<file path="config.mk">
export PLATFORM = sky130hd
export DESIGN_NAME = pipe_adder
export DESIGN_NICKNAME = d
export VERILOG_FILES = /design/src/rtl/pipe_adder_pkg.sv /design/src/rtl/pipe_adder_stage.sv /design/src/rtl/pipe_adder.sv
export SDC_FILE = /design/constraint.sdc
export NUM_CORES = 1
export LEC_CHECK = 0
export CORE_ASPECT_RATIO = 0.5
export CORE_MARGIN = 2
export CORE_UTILIZATION = 35
export CTS_BUF_LIST = sky130_fd_sc_hd__clkbuf_16
export CTS_CLUSTER_SIZE = 30
export DETAILED_ROUTE_END_ITERATION = 8
export PLACE_DENSITY_LB_ADDON = 0.15
export SLEW_MARGIN = 20
export SYNTH_ARGS = -nofsm -noshare
export SYNTH_HDL_FRONTEND = slang
export SYNTH_SLANG_ARGS = --single-unit
</file>
<file path="constraint.sdc">
create_clock -name clk -period 2.8 [get_ports clk]
set_input_delay 0.28 -clock clk [delete_from_list [all_inputs] [get_ports clk]]
set_output_delay 0.28 -clock clk [all_outputs]
set_load 0.005 [all_outputs]
</file>
<file path="src/rtl/pipe_adder_pkg.sv">
// rtl/pipe_adder_pkg.sv - shared types and elaboration helpers for the chunked pipelined adder
package pipe_adder_pkg;

  // Record fields are sized for the widest supported operand; MAXW must exceed WIDTH so the
  // sign-extension of A and effective B survives to the last stage for overflow detection.
  localparam int MAXW = 64;

  typedef struct packed {
    logic            valid;
    logic [MAXW-1:0] a_hi;
    logic [MAXW-1:0] b_hi;
    logic [MAXW-1:0] sum_lo;
    logic            carry;
    logic            sub;
  } stage_t;

  function automatic int nstg(input int width, input int chunk);
    return width / chunk;
  endfunction

  function automatic bit width_ok(input int width, input int chunk);
    return (chunk > 0) && ((width % chunk) == 0) && (width < MAXW);
  endfunction

endpackage

</file>
<file path="src/rtl/pipe_adder_stage.sv">
// rtl/pipe_adder_stage.sv - one CHUNK-bit add slice with its hold-on-stall stage register
module pipe_adder_stage
  import pipe_adder_pkg::*;
#(
  parameter int CHUNK = 4
) (
  input  logic   clk,
  input  logic   rst,
  input  logic   adv,
  input  stage_t d,
  output stage_t q
);

  logic [CHUNK:0] add;
  stage_t         nxt;
  logic           unused_sum;

  // Operands shift down one slice per stage; finished sum slices enter from the top so the
  // last stage holds the full sum in the upper WIDTH bits of sum_lo.
  always_comb begin
    add        = {1'b0, d.a_hi[CHUNK-1:0]} + {1'b0, d.b_hi[CHUNK-1:0]} + {{CHUNK{1'b0}}, d.carry};
    nxt        = d;
    nxt.a_hi   = d.a_hi >> CHUNK;
    nxt.b_hi   = d.b_hi >> CHUNK;
    nxt.sum_lo = {add[CHUNK-1:0], d.sum_lo[MAXW-1:CHUNK]};
    nxt.carry  = add[CHUNK];
  end

  assign unused_sum = ^d.sum_lo[CHUNK-1:0];

  always_ff @(posedge clk) begin
    if (rst) begin
      q <= '0;
    end else if (adv) begin
      q <= nxt;
    end
  end

endmodule

</file>
<file path="src/rtl/pipe_adder.sv">
// rtl/pipe_adder.sv - pipelined chunked adder with valid/ready on both sides
// Optional subtract mode: define PIPE_ADDER_SUB_EN to add the in_sub port.
module pipe_adder
  import pipe_adder_pkg::*;
#(
  parameter int WIDTH = 16,
  parameter int CHUNK = 4
) (
  input  logic             clk,
  input  logic             rst,
  input  logic             in_valid,
  output logic             in_ready,
  input  logic [WIDTH-1:0] in_a,
  input  logic [WIDTH-1:0] in_b,
  input  logic             in_cin,
`ifdef PIPE_ADDER_SUB_EN
  input  logic             in_sub,
`endif
  output logic             out_valid,
  input  logic             out_ready,
  output logic [WIDTH-1:0] out_sum,
  output logic             out_cout,
  output logic             out_ovf
);

  localparam int NSTG = nstg(WIDTH, CHUNK);

  if (!width_ok(WIDTH, CHUNK)) begin : g_bad_cfg
    $error("pipe_adder: WIDTH must be a multiple of CHUNK and below MAXW");
  end

  logic             adv;
  logic             xfer;
  logic             sub_sel;
  logic [WIDTH-1:0] b_eff;
  stage_t           entry;
  stage_t           stq [NSTG];
  stage_t           last;
  logic             unused_top;

`ifdef PIPE_ADDER_SUB_EN
  assign sub_sel = in_sub;
`else
  assign sub_sel = 1'b0;
`endif

  assign last     = stq[NSTG-1];
  assign adv      = !last.valid || out_ready;
  assign in_ready = adv;
  assign xfer     = in_valid && adv;
  assign b_eff    = sub_sel ? ~in_b : in_b;

  // Non-transfer cycles inject an all-zero bubble so idle outputs read as zero.
  always_comb begin
    entry = '0;
    if (xfer) begin
      entry.valid = 1'b1;
      entry.a_hi  = {{(MAXW-WIDTH){in_a[WIDTH-1]}}, in_a};
      entry.b_hi  = {{(MAXW-WIDTH){b_eff[WIDTH-1]}}, b_eff};
      entry.carry = sub_sel | in_cin;
      entry.sub   = sub_sel;
    end
  end

  for (genvar k = 0; k < NSTG; k++) begin : g_stg
    stage_t d;
    if (k == 0) begin : g_first
      assign d = entry;
    end else begin : g_next
      assign d = stq[k-1];
    end
    pipe_adder_stage #(.CHUNK(CHUNK)) u_stage (
      .clk (clk),
      .rst (rst),
      .adv (adv),
      .d   (d),
      .q   (stq[k])
    );
  end

  // After NSTG shifts, bit 0 of a_hi/b_hi is the sign-extension of A and effective B.
  assign out_valid = last.valid;
  assign out_sum   = last.sum_lo[MAXW-1 -: WIDTH];
  assign out_cout  = last.carry;
  assign out_ovf   = (last.a_hi[0] == last.b_hi[0]) && (out_sum[WIDTH-1] != last.a_hi[0]);

  assign unused_top = ^{last.a_hi[MAXW-1:1], last.b_hi[MAXW-1:1],
                        last.sum_lo[MAXW-WIDTH-1:0], last.sub};

endmodule

</file>
# --- After elaboration in Yosys (flattened, before gate mapping) ---
# Index checks and enable logic that the tools add are counted.
word_totals:
  regBits: 104
  inputBits: 37
  out_inout_bits: 20
  wordCells: 36
op_classes:
  addsub: 8
  n_eq_ne: 2
  n_mux: 2
  n_reduce_logical: 4
op_table:
  columns: ["cell", "n"]
  rows:
  - ["$mux 129", 1]
  - ["$add 4x4->5", 4]
  - ["$add 5x1->5", 4]
  - ["$logic_and 1x1->1", 2]
  - ["$mux 2", 1]
  - ["$eq 1x1->1", 1]
  - ["$logic_not 1->1", 1]
  - ["$logic_or 1x1->1", 1]
  - ["$ne 1x1->1", 1]

# --- Longest topological paths before layout ---
# Gate-level depths: netlist of the first run.
logic_depth:
  ltp_word: 6
  ltp_mapped: 11
  mapped_depth_nobuf: 9

# --- Cells and area by module ---
# Synthesis of the first run repeated with hierarchy kept, for this count alone.
hier_totals:
  cells_unflattened: 2562
  hier_area_um2: 27436.3
by_module_without_submodules:
  columns: ["mod", "instances", "cells_per_inst", "area_each_um2"]
  rows:
  - ["pipe_adder_stage at g_stg[2].u_stage ...", 2, 629, 6765.2]
  - ["pipe_adder_stage at g_stg[0].u_stage ...", 2, 629, 6762.7]
  - ["pipe_adder", 1, 46, 380.4]

# --- Worst setup path after synthesis of the first run ---
# No wires, ideal clock.
synth_timing:
  kind: "reg2reg"
  startpoint: "register g_stg[3].u_stage.q[194] (netlist bit)"
  endpoint: "register g_stg[0].u_stage.q[1] (netlist bit)"
  setup_ps: 86
  arrival_ps: 2152
  required_time_ps: 2714
  slack_ps: 562
  path_stages_with_launch: 12
  cell_sequence: "dfxtp_1 -> nor2b_4 -> buf_6 -> inv_8 -> buf_12 -> and2_1 -> nand2_1 -> fa_1 -> fa_1 -> nor2b_1 -> o21ai_0 -> a211oi_1"
synth_via:
  elab_chain_cells: 6
synth_rtl:
  columns: ["item", "line_no", "source"]
  rows:
  - ["start, declared", "pipe_adder_stage.sv:11", "output stage_t q"]
  - ["start signal, assigned", "pipe_adder_stage.sv:35", "q <= nxt;"]
  - ["$logic_not 1->1 *", "pipe_adder.sv:48", "assign adv = !last.valid || out_ready;"]
  - ["$logic_or 1x1->1 *", "pipe_adder.sv:48", null]
  - ["$logic_and 1x1->1", "pipe_adder.sv:50", "assign xfer = in_valid && adv;"]
  - ["$mux 129", "pipe_adder.sv:56", "if (xfer) begin"]
  - ["$add 4x4->5", "pipe_adder_stage.sv:21", "add = {1'b0, d.a_hi[CHUNK-1:0]} + {1'b0, d.b_hi[CHUNK-1:0]} + {{CHUNK{1'b0}}, d.carry};"]
  - ["$add 5x1->5", "pipe_adder_stage.sv:21", null]
  - ["end signal, assigned", "pipe_adder_stage.sv:35", null]
  - ["end, declared", "pipe_adder_stage.sv:11", null]
# Mark *: on every way between the ends. The rest lies on a longest branch, timed or not.
# A chain may end at the register's enable or synchronous reset.

# --- Worst setup path in the final report of the first run ---
layout_timing:
  startpoint: "input port out_ready"
  endpoint: "register g_stg[0].u_stage.q[1] (netlist bit)"
layout_via:
  elab_chain_cells: 5
layout_rtl:
  columns: ["item", "line_no", "source"]
  rows:
  - ["start, declared", "pipe_adder.sv:20", "input logic out_ready,"]
  - ["$logic_or 1x1->1 *", "pipe_adder.sv:48", null]
  - ["$logic_and 1x1->1", "pipe_adder.sv:50", null]
  - ["$mux 129", "pipe_adder.sv:56", null]
  - ["$add 4x4->5", "pipe_adder_stage.sv:21", null]
  - ["$add 5x1->5", "pipe_adder_stage.sv:21", null]
# Marks and branches as above.

==> results.py, run 1 <==
metrics = {
    "cells_and_area": {
        "mostFrequentLayoutCells": "nand2_1 (129), dfxtp_1 (98), a21oi_1 (67)",
        "nFillCells": 1273,
        "largest_register": "g_stg.u_stage.q",
        "mostFrequentLayoutCell": "nand2_1",
        "final_core_utilization_pct": 42.9,
        "fin_area_um2": 5160,
        "nets": 584,
        "largest_reg_flops": 98,
        "drive_above_1_share_pct": 11.9,
        "reg_top3": "g_stg.u_stage.q x98",
        "antenna_cells": 0,
        "syn2layout_area_growth_pct": 17.1,
    },
    "min_path": {
        "hold_path.class": "reg2reg",
    },
    "sta": {
        "finalSetupViolations": 0,
        "maxSlewViolCount": 0,
        "skew_ns": 0.00504,
        "tightest_slew_ns": 1.01,
        "fmax_mhz": 447,
        "slew_headroom_pct": 32.7,
        "setup_tns_ns": 0,
        "hold_viol_final": 0,
        "whs_ns": 0.451,
        "finalCritPeriodShare_pct": 79.9,
        "rsz0062_at_grt": "no",
        "min_period_ns": 2.24,
    },
    "clock_network": {
        "cts_tree": "yes",
        "clock_latency_ns": 0.34,
        "post-cts-setup-buffers": 0,
        "clk_pin_slew_ns": 0.06,
        "cts.sinks": 98,
        "ctsLongestPathBuffers": 2,
        "ctsHoldBuffers": 0,
        "clock-root-buffer": "clkbuf_16",
        "cts_resized": 0,
        "cts_buffers": 9,
        "htree_num_levels": 3,
    },
    "status": {
        "status": "complete, no violations",
    },
    "power_and_ir_drop": {
        "peakVddDrop_v": 0.000312,
        "pwr_density_cell_nw_per_um2": 616,
        "finalPower_mw": 3.18,
        "p_leak_nw": 1.87,
    },
    "critical_path": {
        "cp_num_buf_inv": 2,
        "cp-end-kind": "flip-flop",
        "critPathArrivalTime_ns": 2.49,
        "crit_cells": 10,
        "slowest_delay_ns": 0.50,
        "rrSetupSlack_ns": 0.62,
        "rr_startpoint": "g_stg[3].u_stage.q[194]$_SDFFE_PP0N_",
        "crit_chain": "clkdlybuf4s50_1 > nor2b_4 > inv_8 > and2_1 > nand2_1 > fa_1 > fa_1 > nor2b_1 > o21ai_0 > a211oi_1",
        "r2r_cells": 9,
        "cp_top_family": "adder cells",
        "crit_start": "out_ready",
        "r2r-end": "g_stg[0].u_stage.q[1]$_SDFFE_PP0N_",
        "cp.required_ns": 3.05,
        "path_max_fanout": 19,
        "crit_type": "in2reg",
        "crit_end": "g_stg[0].u_stage.q[1]$_SDFFE_PP0N_",
        "cpMostUsedCell": "fa_1",
        "crit_path_start_kind": "input pin",
        "critical_path.slowest_cell": "clkdlybuf4s50_1",
    },
    "global_routing": {
        "grt_pass1_wl_mm": 14.9,
        "antenna_found_initial": 0,
        "grt_max_degree": 100,
        "grt_pass1_vias": 2901,
        "grt.total_usage_pct": 13.8,
        "grt_overflow_total": 0,
    },
    "routing": {
        "wl_per_cell_um": 12.9,
        "drc": 0,
        "drt_iter0_drc": 199,
        "routed_via_density": 4.65,
        "postRouteAntennaNets": 0,
        "drt_first_pass_iters": 4,
        "drt_wl_total_mm": 9.01,
        "vias": 3233,
    },
    "yosys": {
        "synth_cell_type_count": 30,
        "ys_top_cells_by_area": "dfxtp_1 (44%), nand2_1 (11%), a21oi_1 (7.6%), a21oi_2 (4.0%), fa_1 (3.6%)",
        "yosys.area.top_type": "dfxtp_1",
        "syn_nets": 564,
        "yosysWarnings": 0,
        "synth_area_per_cell_um2": 8.70,
        "synth_top_area_share_pct": 44.5,
        "ys_ff_latch": 98,
        "synth_area_um2": 4410,
        "ys_seq_area_share_pct": 44.5,
        "syn_inst": 507,
    },
    "die": {
        "rows": 28,
        "die-area_um2": 13600,
        "ios": 57,
        "die_width_um": 163,
        "initial_core_util_pct": 36.6,
        "fp.dieH_um": 83.4,
        "core_um2": 12100,
    },
    "placed_design": {
        "io_buffers": 56,
        "hpwl_mm": 5.82,
        "place_area_um2": 4810,
        "place.gp.congestion": 0.716,
    },
    "run": {
        "cap_violations": 0,
    },
}
==> power breakdown <==
group          internal, mW  switching (mW)  leakage, nW  total (mW)
clock network         0.955           0.510        0.175        1.46
registers              1.45          0.0331        0.799        1.48
logic                 0.120           0.115        0.897       0.234
total                  2.52           0.658         1.87        3.18
==> worst reg2reg max path, cell delays in order (launching register included) <==
cell and delay (ns):
dfxtp_1 0.31, nor2b_4 0.14, inv_8 0.10, and2_1 0.19
nand2_1 0.09, fa_1 0.46, fa_1 0.41, nor2b_1 0.12
o21ai_0 0.08, a211oi_1 0.20
==> cell families (layout without fill, tap and decap cells) <==
logic type	after synthesis	count (layout)	synth area share (%)
XOR/XNOR	4	4	0.794
adder cells (fa/ha/maj)	20	20	7.03
buffers and inverters	62	86	10.2
flip-flops	98	98	44.5
AO/OA/AOI/OAI	113	113	16.2
AND/OR/NAND/NOR	210	210	21.4
==> metrics by stage <==
| stage | setup slack (ns) | std cells |
|---|---|---|
| global route | 0.427 | 696 |
| detailed placement | 0.206 | 681 |
| floorplan | 0.562 | 507 |
| CTS | 0.559 | 696 |
| finish | 0.563 | 696 |
| global placement | 0.246 | 681 |
==> per-layer routing <==
layer	wire, um	vias up	global-route usage, %
met3	504	6	4.85
met2	3530	59	16.8
li1	-	1712	-
met5	0	-	0
met4	74	0	3.94
met1	4900	1456	21.7
==> layout make-up <==
type	count	area (um^2)	area share (%)
clock buffers	9	225	4.36
clock inverters	6	130	2.52
inverters	10	45.0	0.872
multi-input cells	347	2000	38.7
flip-flops and latches	98	1960	38.0
well taps	165	206	4.00
repair buffers	61	596	11.5
==> cell usage after synthesis (all sizes together) <==
| cell | count |
|---|---|
| fa | 8 |
| inv | 10 |
| dfxtp | 98 |
| nand2 | 149 |
| o21ai | 3 |
| nor3 | 1 |
| o211ai | 4 |
| ha | 12 |
| nand2b | 2 |
| a2111o | 4 |
| nand3b | 8 |
| a21o | 4 |
| and2 | 1 |
| clkbuf | 9 |
| or3 | 2 |
| nor2b | 3 |
| nand3 | 24 |
| xnor2 | 4 |
| buf | 43 |
| and3 | 6 |
| nor2 | 14 |
| a211oi | 11 |
| a21oi | 87 |
==> worst min-delay path by stage <==
stage	depth (start not counted)	to	from	slack, ns
floorplan	2	g_stg[1].u_stage.q[130]$_SDFFE_PP0N_	g_stg[1].u_stage.q[130]$_SDFFE_PP0N_	0.43
global placement	2	g_stg[2].u_stage.q[194]$_SDFFE_PP0N_	g_stg[2].u_stage.q[194]$_SDFFE_PP0N_	0.44
detailed placement	2	g_stg[0].u_stage.q[74]$_SDFFE_PP0N_	g_stg[0].u_stage.q[74]$_SDFFE_PP0N_	0.44
CTS	2	g_stg[0].u_stage.q[74]$_SDFFE_PP0N_	g_stg[0].u_stage.q[74]$_SDFFE_PP0N_	0.45
global route	2	g_stg[3].u_stage.q[55]$_SDFFE_PP0N_	g_stg[3].u_stage.q[55]$_SDFFE_PP0N_	0.47
finish	2	g_stg[3].u_stage.q[56]$_SDFFE_PP0N_	g_stg[3].u_stage.q[56]$_SDFFE_PP0N_	0.45
No activity file was read; power rests on OpenSTA's default activity.
==> run 2: changes to the inputs <==
==> constraint.sdc (replaced) <==
create_clock -name clk -period 2.2 [get_ports clk]
set_input_delay 0.22 -clock clk [delete_from_list [all_inputs] [get_ports clk]]
set_output_delay 0.22 -clock clk [all_outputs]
set_load 0.005 [all_outputs]
==> run 2 against run 1 <==
Effect of this change: critical path depth decreased by 5; final cell count increased by 0.86%; highest routed layer unchanged; non-clock buffer count increased by 6; first-iteration DRC count decreased by 33%; via count increased by 0.19%; register-to-register slack got worse by 0.42 ns; die area unchanged; largest cell class unchanged; hold slack got worse by 0.057 ns; clock-buffer cell count unchanged.
==> results.py, run 2 (synthesized netlist as in run 1, its figures left out) <==
metrics = {
    "placed_design": {
        "hpwl_mm": 6.00,
        "place_area_um2": 4870,
        "dp.cells": 686,
        "pre_cts_ws_ns": -0.225,
        "io_buffers": 56,
        "place.gp.congestion": 0.694,
    },
    "clock_network": {
        "clock-root-buffer": "clkbuf_16",
        "cts_tree": "yes",
        "cts.sinks": 98,
        "ctsLongestPathBuffers": 2,
        "ctsHoldBuffers": 0,
        "clk_pin_slew_ns": 0.07,
        "clock_latency_ns": 0.34,
        "htree_num_levels": 3,
        "post-cts-setup-buffers": 0,
        "cts_buffers": 9,
    },
    "critical_path": {
        "cp-end-kind": "output port",
        "r2r-end": "g_stg[0].u_stage.q[1]$_SDFFE_PP0N_",
        "critPathArrivalTime_ns": 1.78,
        "slowest_delay_ns": 0.46,
        "crit_path_start_kind": "flip-flop",
        "cp_top_family": "buffers and inverters",
        "rrSetupSlack_ns": 0.20,
        "crit_type": "reg2out",
        "path_max_fanout": 40,
        "cp.required_ns": 1.98,
        "rr_startpoint": "g_stg[3].u_stage.q[194]$_SDFFE_PP0N_",
        "crit_chain": "nor2b_4 > inv_8 > buf_4 > buf_16 > clkdlybuf4s50_1",
        "r2r_cells": 9,
        "cp_num_buf_inv": 4,
        "critical_path.slowest_cell": "clkdlybuf4s50_1",
    },
    "sta": {
        "min_period_ns": 2.00,
        "rsz0062_at_grt": "no",
        "slew_headroom_pct": 54.2,
        "hold_viol_final": 0,
        "tightest_slew_ns": 0.687,
        "fmax_mhz": 499,
        "fin_ws_ns": 0.197,
        "skew_ns": 0.00768,
        "finalCritPeriodShare_pct": 91.0,
        "maxSlewViolCount": 0,
        "finalSetupViolations": 0,
    },
    "routing": {
        "routed_via_density": 4.61,
        "drt_first_pass_iters": 4,
        "wl_per_cell_um": 13.3,
        "dr_wl_met3_um": 446,
        "wl_met2_mm": 3.60,
        "drc": 0,
        "drt_iter0_drc": 133,
        "postRouteAntennaNets": 0,
        "wl_met1_mm": 5.17,
        "drt_wl_total_mm": 9.33,
        "vias": 3239,
        "routed.top_layer": "met4",
    },
    "die": {
        "rows": 28,
        "die_width_um": 163,
        "ios": 57,
        "core_um2": 12100,
        "initial_core_util_pct": 36.6,
        "die-area_um2": 13600,
        "fp.dieH_um": 83.4,
    },
    "cells_and_area": {
        "largest_reg_flops": 98,
        "fin_area_um2": 5220,
        "layout.cells.non_filler": 702,
        "antenna_cells": 0,
        "mostFrequentLayoutCell": "nand2_1",
        "syn2layout_area_growth_pct": 18.3,
        "drive_above_1_share_pct": 13.2,
        "largest_register": "g_stg.u_stage.q",
        "nets": 590,
        "reg_top3": "g_stg.u_stage.q x98",
        "nFillCells": 1260,
        "mostFrequentLayoutCells": "nand2_1 (129), dfxtp_1 (98), a21oi_1 (67)",
    },
    "run": {
        "cap_violations": 0,
    },
    "global_routing": {
        "antenna_found_initial": 0,
        "grt_pass1_vias": 3043,
        "grt_max_degree": 80,
        "grt_overflow_total": 0,
        "grt_pass1_wl_mm": 14.9,
        "grt.total_usage_pct": 13.9,
    },
    "status": {
        "status": "complete, no violations",
    },
    "min_path": {
        "holdPathEnd": "g_stg[3].u_stage.q[194]$_SDFFE_PP0N_",
        "hold_depth": 2,
        "min_from": "rst",
        "hold_path.class": "in2reg",
    },
    "power_and_ir_drop": {
        "pwr_density_cell_nw_per_um2": 736,
        "p_leak_nw": 1.90,
        "peakVddDrop_v": 0.000311,
    },
}
## run 2: repair_timing
item	in CTS	in global routing
endpoints found under the hold margin	0	0
setup endpoints to repair	0	2
gates resized for setup	0	2
## run 2: how the worst max path moves through the flow
| stage | depth (start not counted) | to | from |
|---|---|---|---|
| detailed placement | 10 | g_stg[0].u_stage.q[1]$_SDFFE_PP0N_ | out_ready |
| CTS | 5 | in_ready | g_stg[3].u_stage.q[194]$_SDFFE_PP0N_ |
| finish | 5 | in_ready | g_stg[3].u_stage.q[194]$_SDFFE_PP0N_ |
| global placement | 10 | g_stg[0].u_stage.q[1]$_SDFFE_PP0N_ | out_ready |
| floorplan | 11 | g_stg[0].u_stage.q[1]$_SDFFE_PP0N_ | g_stg[3].u_stage.q[194]$_SDFFE_PP0N_ |
| global route | 9 | g_stg[0].u_stage.q[1]$_SDFFE_PP0N_ | g_stg[3].u_stage.q[194]$_SDFFE_PP0N_ |
## run 2: stage by stage
step / total power, mW / util, % / hold WS [ns] / setup TNS, ns
floorplan: 2.11 / - / 0.387 / 0
global placement: 2.23 / 40.4 / 0.439 / -0.535
detailed placement: 2.23 / 40.4 / 0.445 / -0.707
CTS: 3.87 / 43.0 / 0.397 / 0
global route: 3.99 / 43.3 / 0.438 / 0
finish: 3.84 / 43.3 / 0.394 / 0
## run 2: cell type report
class / count / area (um^2) / area share (%)
Clock inverter: 6 / 82.6 / 1.58
Tap cell: 165 / 206 / 3.96
Clock buffer: 9 / 225 / 4.32
Sequential cell: 98 / 1960 / 37.6
Inverter: 10 / 45.0 / 0.863
Timing Repair Buffer: 67 / 691 / 13.2
Multi-Input combinational cell: 347 / 2010 / 38.4
## run 2: worst reg2reg max path, cell delays in order (launching register included)
cell and delay, ns:
dfxtp_1 0.31, nor2b_4 0.15, inv_8 0.05, and2_1 0.16
nand2_1 0.10, fa_2 0.40, fa_2 0.36, nor2b_1 0.11
o21ai_0 0.08, a211oi_1 0.19
## run 2: power breakdown
part / internal, mW / leakage [nW] / switching (mW)
clock network: 0.984 / 0.151 / 0.663
registers: 1.84 / 0.799 / 0.0409
logic: 0.160 / 0.950 / 0.152
## run 2: metal layers
metal	vias to the layer above	track usage, %
met3	10	4.30
met2	57	19.2
met1	1447	20.5
met4	0	4.10
met5	-	0
li1	1725	-
